## config.mk

```make
export PLATFORM = sky130hd
export DESIGN_NAME = crossover_controller
export DESIGN_NICKNAME = d
export VERILOG_FILES = /design/src/rtl/crossover_controller.sv
export SDC_FILE = /design/constraint.sdc
export NUM_CORES = 1
export LEC_CHECK = 0
export BUFFER_PORTS_ARGS = -buffer_cell sky130_fd_sc_hd__buf_2
export CAP_MARGIN = 30
export CORE_MARGIN = 2
export CORE_UTILIZATION = 31
export DETAILED_ROUTE_END_ITERATION = 6
export HOLD_SLACK_MARGIN = 0.1
export PLACE_DENSITY = 0.55
export SLEW_MARGIN = 20
export SYNTH_ARGS = -nofsm -noshare
export SYNTH_HDL_FRONTEND = slang
export SYNTH_SLANG_ARGS = --single-unit
```

## constraint.sdc

```tcl
create_clock -name clk -period 1.7 [get_ports clk]
set_input_delay 0.085 -clock clk [delete_from_list [all_inputs] [get_ports clk]]
set_output_delay 0.085 -clock clk [all_outputs]
set_load 0.005 [all_outputs]
```

## src/rtl/crossover_controller.sv

```systemverilog
// crossover_controller: gene-wise uniform crossover sequencer.
// Builds one child genome from two latched parent genomes, one gene per clock.
// For each gene it decides select = (prob > random) ^ bias, where random comes
// from an internal 16-bit Fibonacci LFSR. A start/busy/done handshake frames
// each run.
// Optional build macro: XOVER_SINGLE_POINT_EN adds a single_point input. In that
// mode the first gene that selects parent B, and every gene after it, takes
// parent B.

// Per-gene update lane: rewrites its gene only while it is the active index.
module xover_gene_lane #(
  parameter int GENE_W = 4
) (
  input  logic              en,
  input  logic              sel,
  input  logic [GENE_W-1:0] gene_a,
  input  logic [GENE_W-1:0] gene_b,
  input  logic [GENE_W-1:0] gene_cur,
  output logic [GENE_W-1:0] gene_nxt
);
  // Hold the old value unless this lane is selected this cycle.
  always_comb begin
    gene_nxt = gene_cur;
    if (en) gene_nxt = sel ? gene_b : gene_a;
  end
endmodule

module crossover_controller #(
  parameter int          NUM_GENES = 8,
  parameter int          GENE_W    = 4,
  parameter int          PROB_W    = 4,
  parameter logic [15:0] LFSR_INIT = 16'hACE1,
  localparam int         IDX_W     = (NUM_GENES > 2) ? $clog2(NUM_GENES) : 1,
  localparam int         CW        = NUM_GENES * GENE_W
) (
  input  logic              clk,
  input  logic              rst,
  input  logic              start,
  input  logic [CW-1:0]     parent_a,
  input  logic [CW-1:0]     parent_b,
  input  logic [PROB_W-1:0] prob,
  input  logic              bias,
  input  logic              seed_load,
  input  logic [15:0]       seed,
`ifdef XOVER_SINGLE_POINT_EN
  input  logic              single_point,
`endif
  output logic              busy,
  output logic              done,
  output logic [IDX_W-1:0]  gene_idx,
  output logic [CW-1:0]     child
);

  typedef enum logic [1:0] {
    IDLE = 2'd0,
    RUN  = 2'd1,
    DONE = 2'd2
  } state_t;

  localparam logic [IDX_W-1:0] LAST_IDX = IDX_W'(NUM_GENES - 1);

  state_t                              state_q, state_d;
  logic                                busy_q, busy_d;
  logic                                done_q, done_d;
  logic [IDX_W-1:0]                    gene_idx_q, gene_idx_d;
  logic [NUM_GENES-1:0][GENE_W-1:0]    child_q, child_d, child_nxt;
  logic [NUM_GENES-1:0][GENE_W-1:0]    a_l_q, a_l_d;
  logic [NUM_GENES-1:0][GENE_W-1:0]    b_l_q, b_l_d;
  logic [PROB_W-1:0]                   prob_l_q, prob_l_d;
  logic                                bias_l_q, bias_l_d;
  logic [15:0]                         lfsr_q, lfsr_d;
  logic                                sp_l_q, sp_l_d;
  logic                                sticky_q, sticky_d;

  logic              run;
  logic [PROB_W-1:0] rnd;
  logic              sel_raw;
  logic              sel;
  logic              lfsr_fb;
  logic              sp_in;

`ifdef XOVER_SINGLE_POINT_EN
  assign sp_in = single_point;
`else
  assign sp_in = 1'b0;
`endif

  assign run     = (state_q == RUN);
  // The compare uses the LFSR value from before this cycle's step.
  assign rnd     = lfsr_q[PROB_W-1:0];
  assign sel_raw = (prob_l_q > rnd) ^ bias_l_q;
  // After the single-point crossing, later genes stay on parent B.
  assign sel     = sel_raw | (sp_l_q & sticky_q);
  assign lfsr_fb = lfsr_q[15] ^ lfsr_q[13] ^ lfsr_q[12] ^ lfsr_q[10];

  // One lane per gene. Only the lane matching gene_idx updates, and only in RUN.
  for (genvar g = 0; g < NUM_GENES; g++) begin : g_lane
    xover_gene_lane #(.GENE_W(GENE_W)) u_lane (
      .en       (run && (gene_idx_q == IDX_W'(g))),
      .sel      (sel),
      .gene_a   (a_l_q[g]),
      .gene_b   (b_l_q[g]),
      .gene_cur (child_q[g]),
      .gene_nxt (child_nxt[g])
    );
  end

  // Next-state and next-output logic for the IDLE/RUN/DONE sequencer.
  always_comb begin
    state_d    = state_q;
    busy_d     = busy_q;
    done_d     = 1'b0;
    gene_idx_d = gene_idx_q;
    child_d    = child_nxt;
    a_l_d      = a_l_q;
    b_l_d      = b_l_q;
    prob_l_d   = prob_l_q;
    bias_l_d   = bias_l_q;
    lfsr_d     = lfsr_q;
    sp_l_d     = sp_l_q;
    sticky_d   = sticky_q;
    unique case (state_q)
      IDLE: begin
        busy_d = 1'b0;
        if (start) begin
          // Start has priority over seed_load. A seed that arrives with start is dropped.
          a_l_d      = parent_a;
          b_l_d      = parent_b;
          prob_l_d   = prob;
          bias_l_d   = bias;
          sp_l_d     = sp_in;
          sticky_d   = 1'b0;
          gene_idx_d = '0;
          busy_d     = 1'b1;
          state_d    = RUN;
        end else if (seed_load) begin
          // An all-zero seed would lock the LFSR, so it is replaced by the init value.
          lfsr_d = (seed == 16'h0000) ? LFSR_INIT : seed;
        end
      end
      RUN: begin
        lfsr_d = {lfsr_q[14:0], lfsr_fb};
        if (sp_l_q && sel) sticky_d = 1'b1;
        if (gene_idx_q == LAST_IDX) begin
          busy_d  = 1'b0;
          done_d  = 1'b1;
          state_d = DONE;
        end else begin
          gene_idx_d = gene_idx_q + IDX_W'(1);
        end
      end
      DONE: begin
        busy_d  = 1'b0;
        state_d = IDLE;
      end
      default: begin
        busy_d  = 1'b0;
        state_d = IDLE;
      end
    endcase
  end

  // State and registered outputs. An async reset aborts any run, with no done pulse.
  always_ff @(posedge clk or negedge rst) begin
    if (!rst) begin
      state_q    <= IDLE;
      busy_q     <= 1'b0;
      done_q     <= 1'b0;
      gene_idx_q <= '0;
      child_q    <= '0;
      a_l_q      <= '0;
      b_l_q      <= '0;
      prob_l_q   <= '0;
      bias_l_q   <= 1'b0;
      lfsr_q     <= LFSR_INIT;
      sp_l_q     <= 1'b0;
      sticky_q   <= 1'b0;
    end else begin
      state_q    <= state_d;
      busy_q     <= busy_d;
      done_q     <= done_d;
      gene_idx_q <= gene_idx_d;
      child_q    <= child_d;
      a_l_q      <= a_l_d;
      b_l_q      <= b_l_d;
      prob_l_q   <= prob_l_d;
      bias_l_q   <= bias_l_d;
      lfsr_q     <= lfsr_d;
      sp_l_q     <= sp_l_d;
      sticky_q   <= sticky_d;
    end
  end

  assign busy     = busy_q;
  assign done     = done_q;
  assign gene_idx = gene_idx_q;
  assign child    = child_q;

endmodule

```

# Word-level counts from Yosys, hierarchy flattened
# Cells that the tools add are included.
# totals
reg_bits,124
inputBits,89
output_inout_bits,37
elab_cells,89
# op_classes
addsub,1
order_cmp,1
eq_ne,13
n_mux,23
bitwise,4
reduce_logical,16
# ops
op,count
$mux 16,3
$mux 4,8
$pmux 16 s2,1
$logic_not 16->1,1
$eq 3x3->1 const B,4
$logic_and 1x1->1,8
$ne 2x2->1 const B,4
$eq 3x2->1 const B,2
$mux 3,2
$pmux 3 s2,1
$reduce_and 3->1,2
$gt 4x4->1,1
$mux 1,4
$mux 2,2
$pmux 2 s2,1
$reduce_and 2->1,2
$xor 1x1->1,4
$add 3x1->3 const B,1
$eq 3x1->1 const B,1
$logic_not 3->1,1
$eq 2x1->1 const B,1
$logic_not 2->1,1
$ne 2x1->1 const B,1
$pmux 1 s2,1
$reduce_bool 2->1,1

# Depth between registers and ports, before layout
# depth
ltp_word,5
mapped_depth,8

# Hierarchy
# From an unflattened synthesis, not the netlist that was laid out.
# unflattened
hier_cells,424
hier_area_um2,5315.1
# modules_own_cells
mod,instances,cells_per_inst,area_each_um2,seq_area_each_um2
crossover_controller,1,312,4644.5,3113.0
xover_gene_lane,8,14,83.8,0.0

# Least setup slack after synthesis
# OpenSTA, ideal clock, no wires.
# synth_timing
path_kind,register to register
from,reg prob_l_q[1]
to,reg child_q (netlist bit child[28])
setup_time_ps,139
t_arrival_ps,1640
required_time_ps,1561
setup_slack_ps,-79
path_stages_with_launch,8
path_buffers,1
synth_period_minus_slack_ps,1779
cell_sequence,dfrtp_1 > ha_1 > nor2b_4 > o211a_4 > o31a_2 > buf_2 > nand3_1 > a31oi_1
# synth_between
elab_chain_cells,3
# synth_rtl
element,line,rtl
from (decl),69,"logic [PROB_W-1:0] prob_l_q, prob_l_d;"
from (signal assigned),186,prob_l_q <= prob_l_d;
$gt 4x4->1,91,assign sel_raw = (prob_l_q > rnd) ^ bias_l_q;
$xor 1x1->1,91,
$mux 4,24,if (en) gene_nxt = sel ? gene_b : gene_a;
to (signal assigned),183,child_q <= child_d;
to (decl),66,"logic [NUM_GENES-1:0][GENE_W-1:0] child_q, child_d, child_nxt;"
# No other way between the ends.
# A chain may end at the register's enable or synchronous reset.

# Final worst setup path
# layout_timing
from,reg lfsr_q[1]
to,reg child_q (netlist bit child[20])
# layout_between
elab_chain_cells,3
# layout_rtl
element,line,rtl
from (decl),71,"logic [15:0] lfsr_q, lfsr_d;"
from (signal assigned),188,lfsr_q <= lfsr_d;
$gt 4x4->1,91,
$xor 1x1->1,91,
$mux 4,24,
# No other way between the ends.

==> metrics.yaml <==
outcome:
  run_status: "complete, but fails checks"
  failing_checks: "negative setup slack"
synth:
  synth.lib_cells_used.distinct: 41
  yosys_register_bits: 124
  ys_top_cells_by_area: "dfrtp_1 54%, mux2_2 14%, o21ai_0 4.2%"
  synth_simple_gate_area_share_pct: 9.340
  synth.largest_area_cell: "dfrtp_1"
  yosys_most_used_dff: "dfrtp_1"
  synth_xor_xnor_area_share_pct: 0.4843
  synth_top_area_share_pct: 53.51
  synth_top_cells_by_count: "116 x dfrtp_1, 69 x mux2_2, 46 x o21ai_0"
  synth_warnings: 0
  yosys-mux-area-fraction_pct: 14.69
  synth-async-reset-ratio_pct: 100.0
  dominant_combinational_cell_family_by_area_after_synthesis: "multiplexers"
  synth.yosys.seq_area_share_pct: 57.38
  yosysMostFrequentCell: "dfrtp_1"
  netlist_instances: 464
  share_of_the_synthesized_area_in_compound_gates_ao_oa_aoi_oai_pct: 12.20
  synth_nets: 563
  synthesis.area_um2: 5425
  synth_enable_flop_cells: 0
  post_synth_fa_ha_maj_area_fraction_pct: 2.306
  post_synth.cell_area_avg_um2: 11.69
place:
  place.detailed.hpwl_um: 9971
  placedCellCount: 808
  globalplace.congestion: 0.7707
  numPortBuffers: 125
  placedInstanceArea_um2: 6500
clock_network:
  clk_root_buffer_cell: "clkbuf_16"
  cts_buffer_depth: 2
  worst_skew_pair.late_latency_ns: 0.42
  cts_made_buffers: 17
  number_of_clock_sinks_seen_by_cts: 124
  htree_levels: 4
  clk_pin_slew_worst_paths_ns: 0.06
  cts_tree: "done"
layout:
  area_growth_syn_to_layout_pct: 55.14
  footprint_of_the_multi_input_gates_um2: 2377
  finish.instance_area_um2: 8417
  design.final.nets: 800
  drive_above_1_share_pct: 44.12
  insertedDiodeCount: 0
  layout.cells.non_filler: 939
  layout.filler_cells: 1590
  seq_area_um2: 3113
  final_util_pct: 49.00
sta:
  worst_slew_pin_slew_ns: 0.5271
  maxClockFrequency_mhz: 514.8
  worst_slew_margin_rel_pct: 64.86
  post-route-min-period_ns: 1.942
  finalCritPeriodShare_pct: 114.3
  setup-violations-final: 32
  unrepaired_setup_endpoints_after_global_routing: "true"
  fin_ws_ns: -0.2424
  timing.final.max_slew_violations: 0
  fin_skew_ns: 0.008668
  holdWs_ns: 0.1684
  hold_viol_final: 0
detailed_routing:
  finalWirelength_um: 15620
  detail_route.wl_per_cell_um: 16.64
  first_pass_iters: 4
  drt-initial-drc-count: 233
  route.detailed.drc: 0
  postRouteAntennaNets: 0
  num_vias: 4558
  avgViaCountPerCell: 4.854
critical_path:
  worstSetupStartpointType: "flip-flop"
  crit_path_max_fanout: 9
  r2r.worst_path.cells: 9
  worst-endpoint-arrival_ns: 2.27
  crit_end_category: "flip-flop"
  critical_path_required_ns: 2.03
  timing_worst_setup_path_type: "reg2reg"
floorplanning:
  placementRows: 48
  floorplan.die_area_um2: 18580
  floorplan.die.height_um: 136.3
  boundaryPins: 126
  start_util_pct: 31.59
  core_area_um2: 17180
  die_width_um: 136.3
power:
  power.density_cell_area_nw_per_um2: 2158
  irDropWorstVdd_v: 0.0009506
  power_leakage_nw: 3.730
  post_layout_total_power_mw: 18.16
global_routing:
  track_usage_pct: 17.60
  grt_first_pass_wirelength_um: 24560
  grt_overflow: 0
  maximum_number_of_pins_on_one_net_before_global_route_repair: 49
  number_of_global_route_vias_before_repair: 4632
  antenna_found_initial: 0
worst_hold_path:
  hp-class: "in2async"
flow_run:
  maxCapViolCount: 0
## path summary, 6_finish.rpt
check / slack, ns / startpoint / to
max: -0.24 / lfsr_q[1] / child[20]
min: 0.17 / rst / a_l_q[21]
max reg2reg: -0.24 / lfsr_q[1] / child[20]
min reg2reg: 0.48 / lfsr_q[11] / lfsr_q[11]
max in group asynchronous: 0.87 / rst / lfsr_q[13]
min in group clk: 0.25 / seed_load / lfsr_q[5]
## logic make-up after synthesis
group | count (synthesis)
muxes | 71
buffers and inverters | 42
AOI/OAI and AO/OA | 107
xor gates and xnor gates | 3
adders and majority gates | 10
DFF | 124
and+or+nand+nor | 107
## cell type report
type,instances,share of cell area [%]
clock buffer,22,5.753
clock inverter,10,2.483
inverter,8,0.3568
multi-input combinational,301,28.24
sequential,124,36.99
tap,225,3.345
timing repair buffer,249,22.83
## per-stage QoR
stage | setup TNS (ns) | setup slack [ns]
final | -6.426 | -0.2424
after global routing | -9.214 | -0.3440
after CTS | -6.182 | -0.2252
after detailed placement | -7.203 | -0.2621
after global placement | -6.149 | -0.2423
after floorplan | -1.036 | -0.03597
## where the power goes
part	switching [mW]	internal [mW]	total, mW	leakage [nW]
combinational	4.27	4.20	8.46	1.95
sequential	0.925	4.54	5.47	1.45
clock	1.32	2.91	4.23	0.333
total	6.52	11.6	18.2	3.73
## worst max-delay path, stage by stage (launching register included)
cell	delay (ns)
dfrtp_1	0.39
inv_2	0.08
ha_4	0.20
nor2b_4	0.13
o211a_4	0.27
o31ai_4	0.17
buf_6	0.19
clkbuf_16	0.17
o21ai_1	0.08
a31oi_1	0.17
## per-layer routing
layer,wire length (um),vias up,share of wire (%),track usage [%]
met5,0,-,0,0
met4,347,0,2.2,6.887
met3,775,24,5.0,5.034
met2,7487,127,48,28.08
met1,7011,2230,45,22.58
li1,-,2177,-,-
## timing repair
item | 4_1_cts | 5_1_grt
gates resized for setup | 42 | 36
gates cloned | 3 | 2
setup endpoints to repair | 32 | 41
pin swaps | 11 | 22
endpoints found under the hold margin | 201 | 0
hold buffers | 86 | 0
buffers inserted | 6 | 2
## cells in the final DEF, fill, tap and decap left out, drive strengths merged
cell         count
nor4             4
o22ai            8
clkinv           2
nor2b            3
mux2            69
dfrtp          116
nor3b            1
buf            162
a22oi            3
a31oi           32
a41oi            1
ha              10
o211a            1
dlygate4sd3     86
o21ai           48
dfstp            8
nand2b           1
nand4            1
o31ai            1
o21bai           2
nand3           33
a21oi            3
mux2i            2
clkbuf          23
clkinvlp         2
a21o             1
inv              8
or3              1
and3             6
o31a             4
a221oi           3
bufinv           6
nand2           17
xor2             1
o21ba            1
o211ai           1
and2             3
nor2            37
xnor2            2
a41o             1
## state kept, by name, indices dropped and copies added, names as in the netlist
name      flops
bias_l_q      1
busy          1
b_l_q        32
prob_l_q      4
child        32
state_q       2
lfsr_q       16
a_l_q        32
gene_idx      3
done          1
Power figures use the tool's default switching activity.
